[src/rtl/dds_pkg.sv]
// Shared types and default widths for the DDS test-signal generator.
package dds_pkg;

    localparam int DEF_GEN_WD   = 16;
    localparam int DEF_PHASE_WD = 24;
    localparam int DEF_LUT_AW   = 8;
    localparam int DEF_AMP_WD   = 8;

    typedef enum logic [1:0] {
        WM_SINE   = 2'd0,
        WM_SQUARE = 2'd1,
        WM_TRI    = 2'd2,
        WM_SAW    = 2'd3
    } wave_mode_e;

    // Pipeline-stage record at the default widths.
    typedef struct packed {
        logic                    valid;
        logic [DEF_PHASE_WD-1:0] phase;
        wave_mode_e              mode;
        logic [DEF_AMP_WD-1:0]   amp;
    } dds_stage_t;

endpackage

[src/rtl/dds_wave_gen_sine_qtr_rom.sv]
// Quarter-wave sine table, filled at elaboration time; read combinationally.
module sine_qtr_rom #(
    parameter int LUT_AW = 8,
    parameter int GEN_WD = 16
) (
    input  logic [LUT_AW-1:0] addr_i,
    output logic [GEN_WD-1:0] data_o
);

    localparam int  N     = 2 ** LUT_AW;
    localparam real MAX_R = real'((2 ** (GEN_WD - 1)) - 1);

    // Entries are sampled at bin centres so the table never hits exactly 0.
    function automatic logic [GEN_WD-1:0] entry(input int k);
        real x;
        x = MAX_R * $sin(3.14159265358979323846 / 2.0 * (real'(k) + 0.5) / real'(N));
        return GEN_WD'($rtoi(x + 0.5));
    endfunction

    logic [GEN_WD-1:0] rom_s [N];

    for (genvar k = 0; k < N; k++) begin : g_rom
        localparam logic [GEN_WD-1:0] VAL = entry(k);
        assign rom_s[k] = VAL;
    end

    assign data_o = rom_s[addr_i];

endmodule

[src/rtl/dds_wave_gen.sv]
// DDS test-signal source: phase accumulator, shape generation and saturating
// amplitude scaling, paced by a sample strobe with a registered valid pulse.
module dds_wave_gen
    import dds_pkg::*;
#(
    parameter int GEN_WD   = DEF_GEN_WD,
    parameter int PHASE_WD = DEF_PHASE_WD,
    parameter int LUT_AW   = DEF_LUT_AW,
    parameter int AMP_WD   = DEF_AMP_WD
) (
    input  logic                clk_i,
    input  logic                rst_ni,
    input  logic                en_i,
    input  logic                tick_i,
    input  logic                sync_i,
    input  logic [1:0]          mode_i,
    input  logic [PHASE_WD-1:0] ftw_i,
    input  logic [AMP_WD-1:0]   amp_i,
    output logic [GEN_WD-1:0]   wave_o,
    output logic                valid_o
);

    localparam int PW    = LUT_AW + 2;
    localparam int KW    = (GEN_WD + 1 > PW) ? GEN_WD + 1 : PW;
    localparam int PRODW = GEN_WD + AMP_WD + 1;

    localparam logic signed [GEN_WD-1:0] MAX_S     = {1'b0, {(GEN_WD-1){1'b1}}};
    localparam logic signed [GEN_WD-1:0] MIN_S     = {1'b1, {(GEN_WD-1){1'b0}}};
    localparam logic signed [GEN_WD-1:0] NEG_MAX_S = {1'b1, {(GEN_WD-2){1'b0}}, 1'b1};
    localparam logic signed [PRODW-1:0]  MAX_P     = {{(AMP_WD+1){1'b0}}, MAX_S};
    localparam logic signed [PRODW-1:0]  MIN_P     = {{(AMP_WD+1){1'b1}}, MIN_S};

    // Only the phase bits that any shape looks at travel down the pipeline.
    typedef struct packed {
        logic              valid;
        logic [KW-1:0]     phase;
        wave_mode_e        mode;
        logic [AMP_WD-1:0] amp;
    } s1_t;

    typedef struct packed {
        logic                     valid;
        logic signed [GEN_WD-1:0] raw;
        logic [AMP_WD-1:0]        amp;
    } s2_t;

    logic [PHASE_WD-1:0] acc_q, acc_d;
    s1_t                 s1_q, s1_d;
    s2_t                 s2_q, s2_d;
    logic [GEN_WD-1:0]   wave_q, wave_d;
    logic                valid_q, valid_d;

    logic                     accept_s;
    logic [PHASE_WD-1:0]      ph_s;
    logic [PW-1:0]            p_s;
    logic [1:0]               quad_s;
    logic [LUT_AW-1:0]        idx_s;
    logic [LUT_AW-1:0]        rom_addr_s;
    logic [GEN_WD-1:0]        rom_data_s;
    logic [GEN_WD:0]          t_s;
    logic [GEN_WD-1:0]        u_s;
    logic signed [GEN_WD-1:0] sine_s, tri_s, saw_s, raw_s;
    logic signed [PRODW-1:0]  prod_s, shifted_s;
    logic signed [GEN_WD-1:0] sat_s;

    assign accept_s = tick_i & en_i;
    assign ph_s     = sync_i ? {PHASE_WD{1'b0}} : acc_q;

    // Stage 0: phase sampling, accumulator update and control capture.
    always_comb begin
        acc_d = ph_s;
        if (accept_s) begin
            acc_d = ph_s + ftw_i;
        end else begin
            acc_d = ph_s;
        end
        s1_d.valid = accept_s;
        s1_d.phase = ph_s[PHASE_WD-1 -: KW];
        s1_d.mode  = wave_mode_e'(mode_i);
        s1_d.amp   = amp_i;
    end

    assign p_s        = s1_q.phase[KW-1 -: PW];
    assign quad_s     = p_s[PW-1 -: 2];
    assign idx_s      = p_s[LUT_AW-1:0];
    assign rom_addr_s = quad_s[0] ? ~idx_s : idx_s;

    sine_qtr_rom #(
        .LUT_AW (LUT_AW),
        .GEN_WD (GEN_WD)
    ) u_rom (
        .addr_i (rom_addr_s),
        .data_o (rom_data_s)
    );

    // Stage 1: shape generation from the captured phase.
    always_comb begin
        sine_s = $signed(rom_data_s);
        if (quad_s[1]) begin
            sine_s = -$signed(rom_data_s);
        end else begin
            sine_s = $signed(rom_data_s);
        end
        t_s = s1_q.phase[KW-1 -: GEN_WD+1];
        u_s = t_s[GEN_WD-1:0];
        if (t_s[GEN_WD]) begin
            u_s = ~t_s[GEN_WD-1:0];
        end else begin
            u_s = t_s[GEN_WD-1:0];
        end
        tri_s = {~u_s[GEN_WD-1], u_s[GEN_WD-2:0]};
        saw_s = {~s1_q.phase[KW-1], s1_q.phase[KW-2 -: GEN_WD-1]};
        case (s1_q.mode)
            WM_SINE:   raw_s = sine_s;
            WM_SQUARE: raw_s = quad_s[1] ? NEG_MAX_S : MAX_S;
            WM_TRI:    raw_s = tri_s;
            WM_SAW:    raw_s = saw_s;
            default:   raw_s = {GEN_WD{1'b0}};
        endcase
        s2_d.valid = s1_q.valid;
        s2_d.raw   = raw_s;
        s2_d.amp   = s1_q.amp;
    end

    // Stage 2: Q1.x gain with floor shift, then clamp to the sample range.
    always_comb begin
        prod_s    = $signed(s2_q.raw) * $signed({1'b0, s2_q.amp});
        shifted_s = prod_s >>> (AMP_WD - 1);
        sat_s     = shifted_s[GEN_WD-1:0];
        if (shifted_s > MAX_P) begin
            sat_s = MAX_S;
        end else if (shifted_s < MIN_P) begin
            sat_s = MIN_S;
        end else begin
            sat_s = shifted_s[GEN_WD-1:0];
        end
        wave_d = wave_q;
        if (s2_q.valid) begin
            wave_d = sat_s;
        end else begin
            wave_d = wave_q;
        end
        valid_d = s2_q.valid;
    end

    // All pipeline state; reset drops any in-flight samples.
    always_ff @(posedge clk_i or negedge rst_ni) begin
        if (!rst_ni) begin
            acc_q   <= {PHASE_WD{1'b0}};
            s1_q    <= '0;
            s2_q    <= '0;
            wave_q  <= {GEN_WD{1'b0}};
            valid_q <= 1'b0;
        end else begin
            acc_q   <= acc_d;
            s1_q    <= s1_d;
            s2_q    <= s2_d;
            wave_q  <= wave_d;
            valid_q <= valid_d;
        end
    end

    assign wave_o  = wave_q;
    assign valid_o = valid_q;

endmodule

[config.mk]
export PLATFORM = sky130hd
export DESIGN_NAME = dds_wave_gen
export DESIGN_NICKNAME = d
export VERILOG_FILES = /design/src/rtl/dds_pkg.sv /design/src/rtl/dds_wave_gen_sine_qtr_rom.sv /design/src/rtl/dds_wave_gen.sv
export SDC_FILE = /design/constraint.sdc
export NUM_CORES = 1
export LEC_CHECK = 0
export ABC_AREA = 0
export CAP_MARGIN = 0
export CORE_MARGIN = 2
export CORE_UTILIZATION = 35
export CTS_BUF_LIST = sky130_fd_sc_hd__clkbuf_4
export DETAILED_ROUTE_END_ITERATION = 8
export SYNTH_ARGS = -nofsm -noshare
export SYNTH_HDL_FRONTEND = slang
export SYNTH_HIERARCHICAL = 1
export SYNTH_SLANG_ARGS = --single-unit
[constraint.sdc]
create_clock -name clk_i -period 5.49 [get_ports clk_i]
set_input_delay 1.098 -clock clk_i [delete_from_list [all_inputs] [get_ports clk_i]]
set_output_delay 1.098 -clock clk_i [all_outputs]
set_load 0.02 [all_outputs]
# Word-level counts from Yosys, hierarchy flattened
# Memories as Yosys holds them, arrays and structs flattened.
# Cells that the tools add are included.
# W data, S select, Z words.
totals:
  mem_bits_ro: 4096
  latchBits: 0
  regBits: 94
  mem_bits_rw: 0
  mem_count: 1
op_classes:
  add_sub_neg: 2
  div_mod_pow: 0
  reduce_logical: 1
  magnitude_cmp: 3
  muxes: 11
  eq_ne: 3
  bitwise: 6
  multipliers: 1
  shift: 0
mem_list:
  columns: ["name", "words", "width", "rd", "rd_ports_with_merged_regs", "write_ports", "line_no", "text"]
  rows:
  - ["(no name shown)", 256, 16, 1, 0, 0, "dds_wave_gen_sine_qtr_rom.sv:27", "assign data_o = rom_s[addr_i];"]
ops:
  columns: ["op", "n"]
  rows:
  - ["$mux W16", 7]
  - ["$pmux W16 S4", 1]
  - ["$mux W24", 2]
  - ["$mul A16 B9 Y25", 1]
  - ["$add A24 B24 Y24", 1]
  - ["$gt A18 B16 Y1 const B", 1]
  - ["$lt A18 B16 Y1 const B", 1]
  - ["$neg A16 Y16", 1]
  - ["$not A16 Y16", 1]
  - ["$ge A9 B9 Y1 const B", 1]
  - ["$not A8 Y9", 1]
  - ["$mux W8", 1]
  - ["$not A8 Y8", 1]
  - ["$eq A2 B2 Y1 const B", 2]
  - ["$eq A2 B1 Y1 const B", 1]
  - ["$logic_not A2 Y1", 1]
  - ["$not A1 Y1", 2]
  - ["$and A1 B1 Y1", 1]

# Longest topological paths before layout
depth:
  ltp_word: 9
  ltp_mapped: 22
  ltp_nobuf: 20

# Cells and area by module
# The synthesis kept the hierarchy.
by_module_without_submodules:
  columns: ["mod", "cells_per_inst", "seq_area_each_um2", "n_inst", "area_each_um2"]
  rows:
  - ["dds_wave_gen", 1017, 2352.3, 1, 9369.0]
  - ["sine_qtr_rom", 712, 0.0, 1, 4287.9]

# Least setup slack after synthesis
# OpenSTA, ideal clock, no wires.
synth_path:
  path_kind: "flip-flop to flip-flop"
  start: "register s1_q, in the netlist t_s[15]"
  end: "register s2_q[23] in the netlist's numbering"
  arrival_time_ns: 5.398
  path_slack_ns: -0.043
  path_stages_with_launch: 20
  cell_sequence: "dfrtp_1 clkbuf_1 xor2_1 buf_2 clkbuf_1 inv_1 ha_1 buf_2 or2_2 a21oi_1 nor3_1 o32a_1 o311ai_1 o31ai_1 or4_1 or4_1 or3_1 or4_1 a21oi_1 o31ai_1"
synth_between:
  elab_chain_cells: 8
  elab_cells_between_ends: 11
synth_rtl:
  columns: ["item", "line_no", "text"]
  rows:
  - ["from (decl)", "dds_wave_gen.sv:48", "s1_t s1_q, s1_d;"]
  - ["from (signal assigned)", "dds_wave_gen.sv:150", "s1_q <= '0;"]
  - ["from (signal assigned)", "dds_wave_gen.sv:156", "s1_q <= s1_d;"]
  - ["$mux W8", "dds_wave_gen.sv:86", "assign rom_addr_s = quad_s[0] ? ~idx_s : idx_s;"]
  - ["named net rom_addr_s[1]", "dds_wave_gen.sv:58", "logic [LUT_AW-1:0] rom_addr_s;"]
  - ["$not A8 Y9 (not written as such)", "dds_wave_gen_sine_qtr_rom.sv:27", null]
  - ["$mem_v2 Z256 W16", null, null]
  - ["$mux W16 (not written as such) (2 in a row)", "dds_wave_gen_sine_qtr_rom.sv:27", null]
  - ["named net rom_data_s[7]", "dds_wave_gen.sv:59", "logic [GEN_WD-1:0] rom_data_s;"]
  - ["$neg A16 Y16", "dds_wave_gen.sv:100", "sine_s = -$signed(rom_data_s);"]
  - ["$mux W16", "dds_wave_gen.sv:99", "if (quad_s[1]) begin"]
  - ["$pmux W16 S4", "dds_wave_gen.sv:113", "case (s1_q.mode)"]
  - ["named net raw_s[15]", "dds_wave_gen.sv:62", "logic signed [GEN_WD-1:0] sine_s, tri_s, saw_s, raw_s;"]
  - ["to (signal assigned)", "dds_wave_gen.sv:151", "s2_q <= '0;"]
  - ["to (signal assigned)", "dds_wave_gen.sv:157", "s2_q <= s2_d;"]
  - ["to (decl)", "dds_wave_gen.sv:49", "s2_t s2_q, s2_d;"]
# The timed path passes the listed nets, and every way through them passes these cells. The select of a mux whose other input is x is not followed.
# A chain may end at the register's enable or synchronous reset.

# Final worst setup path
# Ends and elaborated chain as after synthesis.

==> results.yml <==
clock_network:
  cts-root-buf: "clkbuf_4"
  tritoncts.num_buffers: 9
  numClockSinks: 94
  insertion_delay_ps: 500
  cts_buffer_depth: 2
  postCtsHoldBufs: 0
  clkTransAtPathRegs_ps: 170
  cts.htree.levels: 3
  cts_tree: "yes"
finish:
  finalNonFillerCells: 2324
  share_of_cells_above_drive_strength_1: 0.116
  register_area_sq_mm: 0.00236
  nFillCells: 3922
  area_of_the_multi_input_gates_sq_mm: 0.0103
  syn_to_final_growth_pct: 15.0
  nets: 2026
global_route:
  met2_usage: 0.372
  grt-busiest-layer: "met2"
  met3_resource_use_gr: 0.0416
  track_usage: 0.240
  grtUsageMet1: 0.328
  grt_first_pass_wirelength_mm: 76.6
  grt.overflow.total: 0
  maximum_number_of_pins_on_one_net_before_global_route_repair: 59
  first_global_vias: 13000
  antenna_violations_before_repair: 2
synth:
  yosysWarnings: 6
  synth_flop_cell: "dfrtp_1"
  synth_edf_count: 0
  syn_inst: 1729
  synth.area.top_cells: "dfrtp_1, fa_1, ha_1, a21oi_1, nand2_1"
  post_synth_num_cell_types: 87
  synth-seq-cells: 94
  synth_nets: 1956
  syn_avg_cell_area_sq_um: 7.90
  ys_async_sr_fraction: 1.00
  synth_top_cell_by_area: "dfrtp_1"
  netlist_area_before_placement_sq_mm: 0.0137
  netlist_top_cells_count: "nand2_1, inv_1, a21oi_1"
  synth_top_area_share: 0.172
  synth_sequential_area_ratio: 0.172
  synthMostInstantiatedCell: "nand2_1"
hold_path:
  timing.hold.worst.class: "reg -> reg"
  worstHoldPathCells: 0
sta:
  max-slew-margin-rel: 0.360
  pins_over_slew_limit: 0
  layout_skew_ps: 26.8
  worst_slew_pin_slew_ps: 958
  fmax_mhz: 188
  fin_hold_ws_ps: 374
  fin_crit_sh: 0.970
  hold_violations: 0
  setup_viol_count_final: 0
  timing.final.crit_period_ps: 5330
route:
  drc_errors: 0
  drtAntennaViolNets: 0
  dr_total_vias: 13700
  vias_per_cell: 5.90
  wl_per_cell_um: 21.4
  drt_first_pass_iters: 9
  routed_wl_mm: 49.7
  detailedRoute.firstIterationViolations: 1803
floorplan:
  area_of_the_core_sq_mm: 0.0386
  start_util: 0.354
  die_height_um: 202
  pin_count: 56
  fp.dieArea_sq_mm: 0.0406
  chipWidth_um: 202
  std_cell_rows: 72
power_and_ir_drop:
  combPwrFrac: 0.832
  power_frac_clock: 0.050
  intPower_mw: 3.82
  static-leakage-power_nw: 6.90
  power.net_switching_mw: 4.14
  switching_part_of_the_total_power: 0.520
  ir_drop_uv: 314
  power.density_cell_area_mw_per_mm2: 507
  sequentialPowerShare: 0.118
placed_design:
  dp.cells: 2295
  place.port_buffers: 55
  routabilityCongestion: 1.07
  hpwlAfterDp_mm: 38.1
worst_setup_path:
  start_to_end_type_of_the_worst_setup_path: "reg -> reg"
  worst_setup_path_end_kind: "flip-flop"
  critPathRequiredTime_ps: 5860
  ff2ff_path_depth: 15
  cp-start-kind: "flip-flop"
  worst-endpoint-arrival_ps: 5690
  worstPathMaxFanout: 30
outcome:
  run_status: "finished clean"
flow_run:
  maxCapViolCount: 0
==> through the flow <==
step	utilization	setup slack, ps	power, mW	instance area, sq um	setup TNS, ps
2_1_floorplan	-	32.9	5.20	13700	0
3_3_place_gp	0.396	49.6	6.72	15300	0
3_5_place_dp	0.396	-54.1	6.81	15300	-567
4_1_cts	0.400	1.86	7.29	15400	0
5_1_grt	0.407	-22.9	8.69	15700	-76.0
6_report	0.407	164	7.96	15700	0
==> power by group through the flow <==
stage	Combinational (mW)	Sequential [mW]	Clock, mW
CTS	5.94	0.937	0.416
detailed placement	5.86	0.951	0
global placement	5.77	0.949	0
floorplan	4.22	0.982	0
global route	7.29	0.955	0.444
finish	6.62	0.936	0.399
==> placed cells by master (no fill, tap or decap), types with 14 or more instances in the layout <==
cell type        instances
nand2_1                174
inv_1                  167
a21oi_1                131
buf_4                  112
fa_1                   101
o21ai_0                 98
nor2_1                  91
dfrtp_1                 90
and2_1                  81
ha_1                    81
clkdlybuf4s50_1         54
nor2b_1                 41
nand2b_1                40
nor3_1                  39
nand3_1                 35
xnor2_1                 26
a211oi_1                23
xor2_1                  22
o211ai_1                20
a311oi_1                19
a221o_1                 18
a31oi_1                 17
a21o_1                  16
and3_1                  15
o31ai_1                 14
==> critical path: stages (launching register included) <==
cell	delay (ps)
dfrtp_1	520
buf_4	270
xor2_4	380
buf_4	380
nor2b_1	320
nor4_1	70
a2111oi_0	620
a221oi_1	120
nor3_1	390
nor3_1	150
or4_1	460
or4_1	470
or3_1	400
or4_1	420
a21oi_1	150
o31ai_1	80
==> layout make-up <==
cell class              instances  share of cell area
inverters                     174              0.0417
multi-input cells            1343               0.658
well taps                     518              0.0413
flip-flops and latches         94               0.150
repair buffers                177              0.0989
clock inverters                 7             0.00502
clock buffers                   9             0.00430
diodes                          2            0.000319
==> per-layer routing <==
metal  share of wire  wire (um)
met5               0          0
met4           0.054       2700
met3           0.091       4540
met2            0.44      21700
met1            0.42      20800
==> sequential cells by signal, indices dropped and copies added, names as in the netlist <==
name	flops
valid_d	1
acc_q	24
t_s	17
wave_o	16
s1_q	11
s2_q	24
valid_o	1
==> worst paths after layout <==
check	from	endpoint	slack, ps
setup / recovery	t_s[15]$_DFF_PN0_	s2_q[23]$_DFF_PN0_	160
hold / removal	s1_q[5]$_DFF_PN0_	s2_q[5]$_DFF_PN0_	370
setup reg to reg	t_s[15]$_DFF_PN0_	s2_q[23]$_DFF_PN0_	160
hold reg to reg	s1_q[5]$_DFF_PN0_	s2_q[5]$_DFF_PN0_	370
max in group asynchronous	rst_ni	acc_q[14]$_DFF_PN0_	3870
min in group asynchronous	rst_ni	wave_o[4]$_DFFE_PN0P_	530
==> cells by family after synthesis <==
kind of cell | count (synthesis) | share of synthesized area
AND/OR/NAND/NOR | 580 | 0.212
AO/OA/AOI/OAI | 510 | 0.253
buffers and inverters | 293 | 0.0909
adder cells (fa/ha/maj) | 188 | 0.228
flip-flops | 94 | 0.172
XOR/XNOR | 56 | 0.0359
multiplexers | 7 | 0.00715
other | 1 | 0.000275
==> what timing repair did <==
item / CTS / global route
buffers inserted: 1 / 9
endpoints found under the hold margin: 0 / 0
cloned: 0 / 1
pin swaps: 2 / 21
gates resized for setup: 1 / 42
endpoints found under the setup margin: 15 / 15
Note: power is estimated with default switching activity, not from simulation.
